## src/rtl/hwpe_tcdm_req_buffer.sv

```systemverilog
`default_nettype none
// ============================================================================
//  Module      : hwpe_tcdm_req_buffer
//  Description : Per-port request buffer between an HWPE streamer (engine
//                side) and the flat TCDM master bus. Each port has a
//                registered request FIFO (no fall-through) and an
//                outstanding-read limiter. Responses pass straight through.
//
//  Ports (all per-port signals are flat vectors, port p at slice p):
//    clk_i, rst_ni      clock, asynchronous active-low reset
//    clear_i            synchronous flush of all request FIFOs
//    in_*               engine-side request / grant / response
//    tcdm_*             bus-side request / grant / response
//    busy_o             FIFO non-empty or reads still outstanding
//    err_o              sticky: read response seen with nothing outstanding
//    perf_stall_o       (optional) per-port 32-bit stall-cycle counters
//
//  Optional feature : define HWPE_TCDM_REQ_BUFFER_PERF_EN to add perf_stall_o.
//  Revision         : 1.0 - initial release
// ============================================================================
module hwpe_tcdm_req_buffer #(
    parameter int N_PORTS         = 3,
    parameter int ADDR_WIDTH      = 32,
    parameter int DATA_WIDTH      = 32,
    parameter int DEPTH           = 4,
    parameter int MAX_OUTSTANDING = 4
) (
    input  logic                            clk_i,
    input  logic                            rst_ni,
    input  logic                            clear_i,
    input  logic [N_PORTS-1:0]              in_req,
    output logic [N_PORTS-1:0]              in_gnt,
    input  logic [N_PORTS*ADDR_WIDTH-1:0]   in_add,
    input  logic [N_PORTS-1:0]              in_wen,
    input  logic [N_PORTS*DATA_WIDTH/8-1:0] in_be,
    input  logic [N_PORTS*DATA_WIDTH-1:0]   in_data,
    output logic [N_PORTS*DATA_WIDTH-1:0]   in_r_data,
    output logic [N_PORTS-1:0]              in_r_valid,
    output logic [N_PORTS-1:0]              tcdm_req,
    input  logic [N_PORTS-1:0]              tcdm_gnt,
    output logic [N_PORTS*ADDR_WIDTH-1:0]   tcdm_add,
    output logic [N_PORTS-1:0]              tcdm_wen,
    output logic [N_PORTS*DATA_WIDTH/8-1:0] tcdm_be,
    output logic [N_PORTS*DATA_WIDTH-1:0]   tcdm_data,
    input  logic [N_PORTS*DATA_WIDTH-1:0]   tcdm_r_data,
    input  logic [N_PORTS-1:0]              tcdm_r_valid,
`ifdef HWPE_TCDM_REQ_BUFFER_PERF_EN
    output logic [N_PORTS*32-1:0]           perf_stall_o,
`endif
    output logic [N_PORTS-1:0]              busy_o,
    output logic [N_PORTS-1:0]              err_o
);

    localparam int BE_W    = DATA_WIDTH / 8;
    localparam int PTR_W   = $clog2(DEPTH);
    localparam int CNT_W   = $clog2(MAX_OUTSTANDING + 1);
    // FIFO entry layout, MSB first: {add, wen, be, data}
    localparam int ENTRY_W = ADDR_WIDTH + 1 + BE_W + DATA_WIDTH;
    localparam int WEN_POS = BE_W + DATA_WIDTH;

    localparam logic [PTR_W:0]   C_PTR_ONE = (PTR_W + 1)'(1);
    localparam logic [CNT_W-1:0] C_CNT_ONE = CNT_W'(1);
    localparam logic [CNT_W-1:0] C_CNT_MAX = CNT_W'(MAX_OUTSTANDING);

    // Response path is a pure pass-through; TCDM returns data in issue order.
    assign in_r_data  = tcdm_r_data;
    assign in_r_valid = tcdm_r_valid;

    for (genvar p = 0; p < N_PORTS; p++) begin : g_port
        logic [ENTRY_W-1:0] mem_q [DEPTH];
        logic [PTR_W:0]     wr_ptr_q, wr_ptr_d;
        logic [PTR_W:0]     rd_ptr_q, rd_ptr_d;
        logic [CNT_W-1:0]   cnt_q, cnt_d;
        logic               err_q, err_d;
        logic [ENTRY_W-1:0] head;
        logic               empty, full, head_wen, req, gnt, push, pop, read_pop;

        assign empty = (wr_ptr_q == rd_ptr_q);
        // Same slot index but different wrap bit: writer is a full lap ahead.
        assign full  = (wr_ptr_q[PTR_W-1:0] == rd_ptr_q[PTR_W-1:0]) &&
                       (wr_ptr_q[PTR_W] != rd_ptr_q[PTR_W]);

        assign head     = mem_q[rd_ptr_q[PTR_W-1:0]];
        assign head_wen = head[WEN_POS];

        // Writes are never throttled; a read at the head waits for a free
        // outstanding slot and so holds back everything queued behind it.
        assign req      = !empty && (!head_wen || (cnt_q < C_CNT_MAX));
        // Grant depends on state and clear only, never on in_req or tcdm_gnt.
        assign gnt      = !full && !clear_i;
        assign push     = in_req[p] && gnt;
        assign pop      = req && tcdm_gnt[p];
        assign read_pop = pop && head_wen;

        always_comb begin
            wr_ptr_d = wr_ptr_q;
            rd_ptr_d = rd_ptr_q;
            cnt_d    = cnt_q;
            err_d    = err_q;

            if (clear_i) begin
                wr_ptr_d = '0;
                rd_ptr_d = '0;
            end else begin
                if (push) wr_ptr_d = wr_ptr_q + C_PTR_ONE;
                if (pop)  rd_ptr_d = rd_ptr_q + C_PTR_ONE;
            end

            // Outstanding count survives clear_i so late responses still
            // retire; a read granted in the clear cycle still counts.
            if (tcdm_r_valid[p] && (cnt_q == '0)) begin
                err_d = 1'b1;
            end
            if (read_pop && !tcdm_r_valid[p]) begin
                cnt_d = cnt_q + C_CNT_ONE;
            end else if (!read_pop && tcdm_r_valid[p] && (cnt_q != '0)) begin
                cnt_d = cnt_q - C_CNT_ONE;
            end
        end

        always_ff @(posedge clk_i or negedge rst_ni) begin
            if (!rst_ni) begin
                wr_ptr_q <= '0;
                rd_ptr_q <= '0;
                cnt_q    <= '0;
                err_q    <= 1'b0;
            end else begin
                wr_ptr_q <= wr_ptr_d;
                rd_ptr_q <= rd_ptr_d;
                cnt_q    <= cnt_d;
                err_q    <= err_d;
            end
        end

        // Storage needs no reset: contents are only visible when non-empty.
        always_ff @(posedge clk_i) begin
            if (push) begin
                mem_q[wr_ptr_q[PTR_W-1:0]] <= {in_add[p*ADDR_WIDTH +: ADDR_WIDTH],
                                               in_wen[p],
                                               in_be[p*BE_W +: BE_W],
                                               in_data[p*DATA_WIDTH +: DATA_WIDTH]};
            end
        end

        assign in_gnt[p]                            = gnt;
        assign tcdm_req[p]                          = req;
        assign tcdm_add[p*ADDR_WIDTH +: ADDR_WIDTH] = head[ENTRY_W-1 -: ADDR_WIDTH];
        assign tcdm_wen[p]                          = head_wen;
        assign tcdm_be[p*BE_W +: BE_W]              = head[DATA_WIDTH +: BE_W];
        assign tcdm_data[p*DATA_WIDTH +: DATA_WIDTH] = head[DATA_WIDTH-1:0];
        assign busy_o[p]                            = !empty || (cnt_q != '0);
        assign err_o[p]                             = err_q;

`ifdef HWPE_TCDM_REQ_BUFFER_PERF_EN
        logic [31:0] perf_q, perf_d;

        always_comb begin
            perf_d = perf_q;
            if (clear_i) begin
                perf_d = '0;
            end else if (req && !tcdm_gnt[p] && (perf_q != 32'hFFFF_FFFF)) begin
                perf_d = perf_q + 32'd1;
            end
        end

        always_ff @(posedge clk_i or negedge rst_ni) begin
            if (!rst_ni) begin
                perf_q <= '0;
            end else begin
                perf_q <= perf_d;
            end
        end

        assign perf_stall_o[p*32 +: 32] = perf_q;
`endif
    end : g_port

endmodule
`default_nettype wire

```

## config.mk

```make
export PLATFORM = sky130hd
export DESIGN_NAME = hwpe_tcdm_req_buffer
export DESIGN_NICKNAME = d
export VERILOG_FILES = /design/src/rtl/hwpe_tcdm_req_buffer.sv
export SDC_FILE = /design/constraint.sdc
export NUM_CORES = 1
export LEC_CHECK = 0
export ABC_CLOCK_PERIOD_IN_PS = 4500
export BUFFER_PORTS_ARGS = -buffer_cell sky130_fd_sc_hd__buf_2
export CAP_MARGIN = 20
export CORE_MARGIN = 2
export CORE_UTILIZATION = 57
export CTS_BUF_LIST = sky130_fd_sc_hd__clkbuf_4
export DETAILED_ROUTE_END_ITERATION = 8
export PLACE_DENSITY = 0.79
export SLEW_MARGIN = 20
export SYNTH_ARGS = -nofsm -noshare
export SYNTH_HDL_FRONTEND = slang
export SYNTH_SLANG_ARGS = --single-unit
```

## constraint.sdc

```tcl
create_clock -name clk_i -period 4.5 [get_ports clk_i]
set_input_delay 0.225 -clock clk_i [delete_from_list [all_inputs] [get_ports clk_i]]
set_output_delay 0.225 -clock clk_i [all_outputs]
set_load 0.01 [all_outputs]
```

==> results of run 1 <==
## cells in the final DEF (no fill, tap or decap), drive strengths merged, types with 3 or more instances in the layout
master / n
a211oi: 4
a21o: 3
a21oi: 5
and2: 12
buf: 465
clkbuf: 294
clkinv: 56
dfrtp: 30
diode: 10
dlygate4sd3: 431
edfxtp: 828
fa: 3
ha: 15
inv: 25
mux2: 7
mux2i: 9
mux4: 207
nand2: 22
nand3: 6
nand4: 3
nor2: 20
nor2b: 8
nor3: 8
o21ai: 9
o22ai: 3
o311ai: 4
o31ai: 3
or3: 3
xnor2: 7
xor2: 7
## report_power, final
part	switching (uW)	internal [uW]	leakage, uW
clock network	3240	3140	0.00153
registers	257	9070	0.00789
logic	1520	1480	0.00535
## area by class of cell
class                   instances  area [um^2]  share of cell area (%)
inverters                      19         71.3                   0.170
well taps                     756          946                    2.25
diodes                         10         25.0                  0.0596
clock buffers                 294         2210                    5.26
repair buffers                896         6790                    16.2
clock inverters                66          364                   0.867
multi-input cells             385         5960                    14.2
flip-flops and latches        858        25600                    61.0
## stage by stage
| stage | utilization (%) | total power, uW |
|---|---|---|
| 4_1_cts | 74.3 | 18500 |
| 3_3_place_gp | 62.1 | 12000 |
| 2_1_floorplan | - | 11200 |
| 3_5_place_dp | 62.1 | 12100 |
| 5_1_grt | 74.3 | 19400 |
| 6_report | 74.3 | 18700 |
## what timing repair did
action / 4_1_cts / 5_1_grt
setup endpoints to repair: 0 / 0
endpoints found under the hold margin: 911 / 0
hold buffers: 432 / 0
## kinds of logic (layout without fill, tap and decap cells)
logic type / after synthesis / count (layout) / synth area share [%]
flip-flops: 858 / 858 / 78.4
multiplexers: 223 / 223 / 14.8
buffers and inverters: 181 / 1275 / 3.46
AND/OR/NAND/NOR: 85 / 85 / 1.26
AO/OA/AOI/OAI: 45 / 45 / 1.03
adder cells (fa/ha/maj): 18 / 18 / 0.758
XOR/XNOR: 14 / 14 / 0.375
other: 0 / 10 / 0
## metal layers
metal	global-route usage, %	part of all wire (%)
met5	1.06	0.13
met4	11.1	3.1
met3	10.3	10
met2	50.1	53
met1	33.3	34
## how the worst min path moves through the flow
stage                    startpoint                    end  slack (ns)  cells after the start
finish              tcdm_r_valid[1]        g_port[1].err_q        0.14                      3
detailed placement           rst_ni        g_port[2].err_q        0.36                      1
global placement             rst_ni  g_port[2].wr_ptr_q[1]        0.34                      1
CTS                 tcdm_r_valid[1]        g_port[1].err_q        0.04                      3
global route        tcdm_r_valid[1]        g_port[1].err_q        0.08                      3
floorplan                    rst_ni     g_port[0].cnt_q[0]       -0.07                      0
## worst reg2reg max path, stage by stage (launching register included)
cell and delay, ns:
dfrtp_4 0.87, xnor2_1 0.28, a311oi_1 0.77, and2_2 0.75, buf_12 0.35
## registers in the layout, summed over array words and instances, names as in the netlist
signal           cells
g_port.cnt_q         9
g_port.rd_ptr_q      9
g_port.mem_q       828
g_port.wr_ptr_q      9
g_port.err_q         3
==> impl_metrics.tcl, run 1 <==
set metrics [dict create \
    status "completed" \
    ys_seq_elements 858 \
    final_max_slew_viol_count 0 \
    tightest_slew_ns 1.07 \
    fin_crit_ns 3.76 \
    vias 18637 \
    netlist_area_um2 32700 \
    cp_top_family "buffers and inverters" \
    place_inst 2482 \
    synthMostInstantiatedCell "edfxtp_1" \
    cp_num_cells 4 \
    worst_ep_arrival_time_ns 3.53 \
    root_buffer "clkbuf_4" \
    leakagePower_uw 0.0148 \
    grt_antenna_before_repair 6 \
    layout.nets 2699 \
    final_area_um2 42000 \
    path_max_fanout 40 \
    worstReg2RegStart "g_port[1].rd_ptr_q[0]" \
    synth_commonest_cells "edfxtp_1, mux4_2, buf_4" \
    die_h_um 243 \
    critPathMostFrequentCell "buf_4" \
    layout-drive-gt1-share_pct 40.5 \
    synth.distinct_cells 47 \
    dpl-instance-area_um2 35100 \
    syn_to_final_growth_pct 28.5 \
    setup_viol 0 \
    dp_slack_ns 1.05 \
    timing.hold.ws_ns 0.139 \
    ctsResizeCount 0 \
    cp-startpoint "g_port[2].rd_ptr_q[0]" \
    gr-total-overflow 0 \
    crit_chain "buf_4, buf_4, mux4_2, buf_2" \
    rr_endpoint "g_port[1].mem_q[1][53]" \
    vdd_ir_drop_max_uv 359 \
    wl_per_cell_um 25.9 \
    chipWidth_um 243 \
    first_pass_iters 5 \
    cts_buffer_depth 3 \
    synth_ff_type "edfxtp_1" \
    ant_nets 0 \
    seq_area_frac_synth_pct 78.4 \
    core_um2 56500 \
    cpMaxStageDelayCell "buf_4" \
    grt_pass1_wl_mm 127 \
    period_share_pct 83.5 \
    initial_core_util_pct 57.9 \
    crit_path_end "tcdm_data[69]" \
    path_clk_slew_ns 0.06 \
    synth_top_cell_by_area "edfxtp_1" \
    cts_buffers 206 \
    path_class "reg -> out" \
    async_flop_share_pct 3.50 \
    drc 0 \
    final_hold_viol_count 0 \
    tns_ns 0 \
    yosysWarnings 0 \
    fillCellCount 2946 \
    syn-num-nets 1757 \
    r2r_slack_ns 1.12 \
    die_area_um2 59300 \
    setup.worst_path.end_class "output pin" \
    cts_tree "yes" \
    dp_hpwl_mm 43.6 \
    p_per_area_nw_per_um2 445 \
    synth_area_leaders "edfxtp_1, mux4_2, buf_4" \
    slew_headroom_pct 28.4 \
    synth.avg_cell_area_um2 23.0 \
    setup_ws_ns 0.743 \
    ios 633 \
    fin_cells 3284 \
    synth-edff-count 828 \
    insertion_delay_ns 1.05 \
    cp_slowest_stage_delay_ns 0.75 \
    critPathBufInv 3 \
    drt_wl_total_mm 84.9 \
    max_freq_ghz 0.266 \
    worstRegToRegCells 4 \
    viasPerCell 5.68 \
    htree_levels 4 \
    cts_sinks 858 \
    grtUsageTotal_pct 29.1 \
    rows 87 \
    portBuffers 440 \
    grt_max_degree 71 \
    finClkSkew_ns 0.0655 \
    holdCritPathClass "in -> reg" \
    synth_cells 1424 \
    post_cts_buffers 0 \
    netlist.area_leader.share_pct 76.1 \
    drt_iter0_drc 1253 \
    gp_congestion 0.790 \
    grt_pass1_vias 20307 \
    rsz0062_at_grt "false" \
    worstPathRequired_ns 4.28 \
    drv_cap 0 \
    start_kind "flop" \
]
No activity file was read; power rests on OpenSTA's default activity.
==> inputs of run 2 (changes only) <==
- ABC_CLOCK_PERIOD_IN_PS: 4500 -> 3870
- clock period: 4.5 -> 3.87 ns (I/O delays scaled with it)
==> impl_metrics.tcl, run 2 (synthesized netlist as in run 1, its figures left out) <==
set metrics [dict create \
    max_freq_ghz 0.280 \
    insertion_delay_ns 1.07 \
    largest_reg_flops 828 \
    path_max_fanout 36 \
    syn_to_final_growth_pct 28.9 \
    cts_buffer_depth 3 \
    cts_tree "yes" \
    p_int_uw 16100 \
    seqCellArea_um2 25600 \
    cts_sinks 858 \
    die_area_um2 59300 \
    path_class "reg -> out" \
    root_buffer "clkbuf_4" \
    drv_cap 0 \
    timing.hold.ws_ns 0.137 \
    tns_ns 0 \
    period_share_pct 92.1 \
    finClkSkew_ns 0.0857 \
    layout.nets 2702 \
    mostFrequentLayoutCell "edfxtp_1" \
    pwr-share-seq_pct 49.8 \
    final_max_slew_viol_count 0 \
    drt_iter0_drc 1497 \
    ant_nets 0 \
    leakagePower_uw 0.0148 \
    htree_levels 4 \
    layout-drive-gt1-share_pct 40.2 \
    vdd_ir_drop_max_uv 439 \
    rows 87 \
    critPathBufInv 3 \
    p_clk_share_pct 34.1 \
    crit_chain "buf_4, buf_6, mux4_2, buf_2" \
    setup_viol 0 \
    dpl-instance-area_um2 35200 \
    portBuffers 440 \
    p_switching_uw 5710 \
    cp_top_family "buffers and inverters" \
    wl_per_cell_um 25.4 \
    viasPerCell 5.62 \
    ios 633 \
    drt_wl_total_mm 83.5 \
    p_per_area_nw_per_um2 517 \
    worstPathRequired_ns 3.68 \
    first_pass_iters 5 \
    cts_buffers 206 \
    mostFrequentLayoutCells "edfxtp_1, buf_2, dlygate4sd3_1" \
    fin_crit_ns 3.57 \
    die_h_um 243 \
    grtUsageTotal_pct 28.6 \
    fillCellCount 2978 \
    switching_share_pct 26.2 \
    rsz0062_at_grt "false" \
    path_clk_slew_ns 0.07 \
    grt_pass1_vias 20344 \
    dp_hpwl_mm 44.8 \
    multi_input_area_um2 5960 \
    status "completed" \
    chipWidth_um 243 \
    worst_ep_arrival_time_ns 3.37 \
    cp_slowest_stage_delay_ns 0.61 \
    vias 18494 \
    core_um2 56500 \
    tightest_slew_ns 1.07 \
    worstReg2RegStart "g_port[0].rd_ptr_q[0]" \
    combPwrFrac_pct 16.2 \
    cp-startpoint "g_port[1].rd_ptr_q[0]" \
    final_hold_viol_count 0 \
    cpMaxStageDelayCell "mux4_2" \
    final_area_um2 42100 \
    initial_core_util_pct 57.9 \
    post_cts_buffers 0 \
    gp_congestion 0.773 \
    holdCritPathClass "in -> reg" \
    setup.worst_path.end_class "output pin" \
    hold_path.startpoint "tcdm_r_valid[2]" \
    gr-total-overflow 0 \
    grt_pass1_wl_mm 125 \
    fin_cells 3290 \
    start_kind "flop" \
    drc 0 \
    place_inst 2485 \
    grt_antenna_before_repair 7 \
    grt_max_degree 71 \
    slew_headroom_pct 28.7 \
]
-- run 2: cell types whose count changed in the layout (fill, tap and decap cells not counted), sizes merged --
cell | previous run | this run
clkinv | 56 | 58
clkbuf | 294 | 295
buf | 465 | 468
diode | 10 | 9
clkinvlp | 2 | 1
bufinv | 2 | 4
-- run 2: final timing paths --
kind	to	slack, ns	cells after the start
max	tcdm_data[59]	0.30	4
min	g_port[2].cnt_q[0]	0.14	3
max reg2reg	g_port[0].mem_q[2][22]	1.03	4
min reg2reg	g_port[2].err_q	0.45	1
max in group asynchronous	g_port[2].rd_ptr_q[0]	3.30	4
min in group asynchronous	g_port[0].rd_ptr_q[1]	0.29	4
-- run 2: power by group through the flow --
stage	Clock [uW]	Combinational [uW]	Sequential, uW
floorplan	0	2150	10900
global placement	0	3010	11000
detailed placement	0	3090	11000
CTS	7330	3470	10800
global route	8010	3720	10900
finish	7420	3520	10800
-- run 2: worst reg2reg max path: stages (launching register included) --
cell and delay [ns]:
dfrtp_4 0.88, xor2_1 0.38, o311a_1 0.34, and2_2 0.20
buf_4 0.56
-- run 2: layer usage --
layer / GRT usage, % / up-vias / wire length (um)
li1: - / 7841 / -
met1: 32.3 / 9452 / 28200
met2: 49.8 / 1044 / 44500
met3: 10.4 / 149 / 8670
met4: 10.5 / 8 / 2060
met5: 0.980 / - / 75
-- run 2: timing repair --
item | 4_1_cts | 5_1_grt
endpoints found under the setup margin | 53 | 2
hold buffers | 432 | 0
hold endpoints to repair | 933 | 0
pin swaps | 0 | 0
resized for setup | 3 | 2
-- run 2: final cells by class --
cell class / count / share of cell area, %
flip-flops and latches: 858 / 60.8
well taps: 756 / 2.25
clock inverters: 69 / 0.927
inverters: 19 / 0.169
clock buffers: 295 / 5.26
multi-input cells: 385 / 14.2
diodes: 9 / 0.0535
repair buffers: 899 / 16.4
-- run 2: stage by stage --
stage | setup WS [ns] | utilization, % | total power, uW
6_report | 0.305 | 74.6 | 21800
4_1_cts | 0.0692 | 74.5 | 21600
5_1_grt | 0.00424 | 74.6 | 22600
3_5_place_dp | 0.974 | 62.2 | 14100
2_1_floorplan | 0.434 | - | 13000
3_3_place_gp | 0.993 | 62.2 | 14000
==> inputs of run 3 (changes only) <==
- ABC_CLOCK_PERIOD_IN_PS: 3870 -> 4080
- clock period: 3.87 -> 4.08 ns (I/O delays scaled with it)
==> impl_metrics.tcl, run 3 (synthesized netlist as in run 1, its figures left out) <==
set metrics [dict create \
    vdd_ir_drop_max_uv 414 \
    htree_levels 4 \
    ant_nets 0 \
    initial_core_util_pct 57.9 \
    path_class "reg -> out" \
    hold_path.startpoint "tcdm_r_valid[2]" \
    drv_cap 0 \
    rows 87 \
    cts_buffers 204 \
    start_kind "flop" \
    insertion_delay_ns 1.08 \
    largest_reg_flops 828 \
    drt_iter0_drc 1680 \
    gp_congestion 0.769 \
    holdPathEnd "g_port[2].cnt_q[2]" \
    rr_endpoint "g_port[1].cnt_q[2]" \
    gr-total-overflow 0 \
    grt_pass1_wl_mm 125 \
    worstReg2RegStart "g_port[1].rd_ptr_q[0]" \
    cp_slowest_stage_delay_ns 0.86 \
    worst_ep_arrival_time_ns 3.51 \
    tightest_slew_ns 1.06 \
    seqCellArea_um2 25600 \
    vias 18403 \
    dp_slack_ns 0.898 \
    worstRegToRegCells 7 \
    rsz0062_at_grt "false" \
    viasPerCell 5.63 \
    holdCritPathClass "in -> reg" \
    cts_buffer_depth 3 \
    combPwrFrac_pct 16.0 \
    ctsResizeCount 0 \
    setup_viol 0 \
    grt_antenna_before_repair 5 \
    r2r_slack_ns 0.93 \
    min_path_cells 3 \
    fillCellCount 2952 \
    drt_wl_total_mm 83.6 \
    multi_input_area_um2 5960 \
    first_pass_iters 7 \
    die_h_um 243 \
    status "completed" \
    chipWidth_um 243 \
    cts_sinks 858 \
    mostFrequentLayoutCell "edfxtp_1" \
    p_clk_share_pct 34.1 \
    slew_headroom_pct 29.4 \
    post_cts_buffers 0 \
    die_area_um2 59300 \
    p_int_uw 15200 \
    ios 633 \
    crit_chain "buf_4, mux4_2, buf_2" \
    tns_ns 0 \
    core_um2 56500 \
    finClkSkew_ns 0.0960 \
    dp_hpwl_mm 44.1 \
    layout.nets 2700 \
    portBuffers 440 \
    final_hold_viol_count 0 \
    max_freq_ghz 0.269 \
    grtUsageTotal_pct 28.7 \
    wl_per_cell_um 25.5 \
    cpMaxStageDelayCell "buf_4" \
    final_max_slew_viol_count 0 \
    setup_ws_ns 0.367 \
    path_clk_slew_ns 0.07 \
    mostFrequentLayoutCells "edfxtp_1, buf_2, dlygate4sd3_1" \
    p_switching_uw 5400 \
    p_per_area_nw_per_um2 491 \
    switching_share_pct 26.2 \
    layout-drive-gt1-share_pct 40.8 \
    period_share_pct 91.0 \
    pwr-share-seq_pct 49.9 \
    root_buffer "clkbuf_4" \
    path_max_fanout 50 \
    drc 0 \
    setup.worst_path.end_class "output pin" \
    fin_crit_ns 3.71 \
    timing.hold.ws_ns 0.172 \
    worstPathRequired_ns 3.88 \
    cts_hold_buf 432 \
    grt_max_degree 71 \
    syn_to_final_growth_pct 28.6 \
    leakagePower_uw 0.0148 \
    cts_tree "yes" \
    grt_pass1_vias 20333 \
]
-- run 3: cell types whose count changed in the layout (fill, tap and decap cells not counted), sizes merged --
cell / previous run / this run
bufinv: 4 / 3
clkinv: 58 / 36
clkinvlp: 1 / 2
diode: 9 / 4
inv: 25 / 24
clkbuf: 295 / 304
-- run 3: how the worst max path moves through the flow --
stage | slack [ns] | endpoint | startpoint | cells past startpoint
2_1_floorplan | 0.64 | g_port[1].mem_q[3][0] | g_port[1].rd_ptr_q[0] | 4
3_3_place_gp | 0.99 | g_port[1].cnt_q[2] | g_port[1].rd_ptr_q[0] | 7
3_5_place_dp | 0.90 | g_port[1].cnt_q[2] | g_port[1].rd_ptr_q[0] | 7
4_1_cts | 0.18 | tcdm_data[84] | g_port[2].rd_ptr_q[0] | 3
5_1_grt | 0.07 | tcdm_data[86] | g_port[2].rd_ptr_q[0] | 3
6_report | 0.37 | tcdm_data[86] | g_port[2].rd_ptr_q[0] | 3
-- run 3: final cells by class --
type                    count  area share [%]
well taps                 756            2.25
diodes                      4          0.0238
clock buffers             304            5.43
inverters                  19           0.170
repair buffers            899            16.3
clock inverters            46           0.684
flip-flops and latches    858            60.9
multi-input cells         385            14.2
-- run 3: metal layers --
| metal | routed length (um) | global-route usage (%) | vias to the layer above |
|---|---|---|---|
| li1 | - | - | 7810 |
| met1 | 27800 | 32.6 | 9284 |
| met2 | 44600 | 49.7 | 1155 |
| met3 | 8770 | 10.3 | 144 |
| met4 | 2230 | 11.0 | 10 |
| met5 | 129 | 1.06 | - |
-- run 3: power by group through the flow --
stage	combinational, uW	sequential (uW)	clock, uW
after global placement	2840	10400	0
final	3310	10300	7030
after global routing	3490	10300	7610
after floorplan	2040	10300	0
after detailed placement	2900	10500	0
after CTS	3250	10300	6980
-- run 3: metrics by stage --
step	instance area, um^2	utilization, %	instances	total power (uW)
detailed placement	35100	62.2	2485	13400
global placement	35100	62.2	2485	13300
finish	42100	74.4	3271	20600
floorplan	32700	-	1424	12400
CTS	42000	74.4	3267	20500
global route	42100	74.4	3271	21400
-- run 3: critical path: cells and delay by family (launching register included) --
kind | cells | cell delay (ns)
multiplexers | 1 | 0.65
buffers and inverters | 2 | 1.03
flip-flops | 1 | 0.74
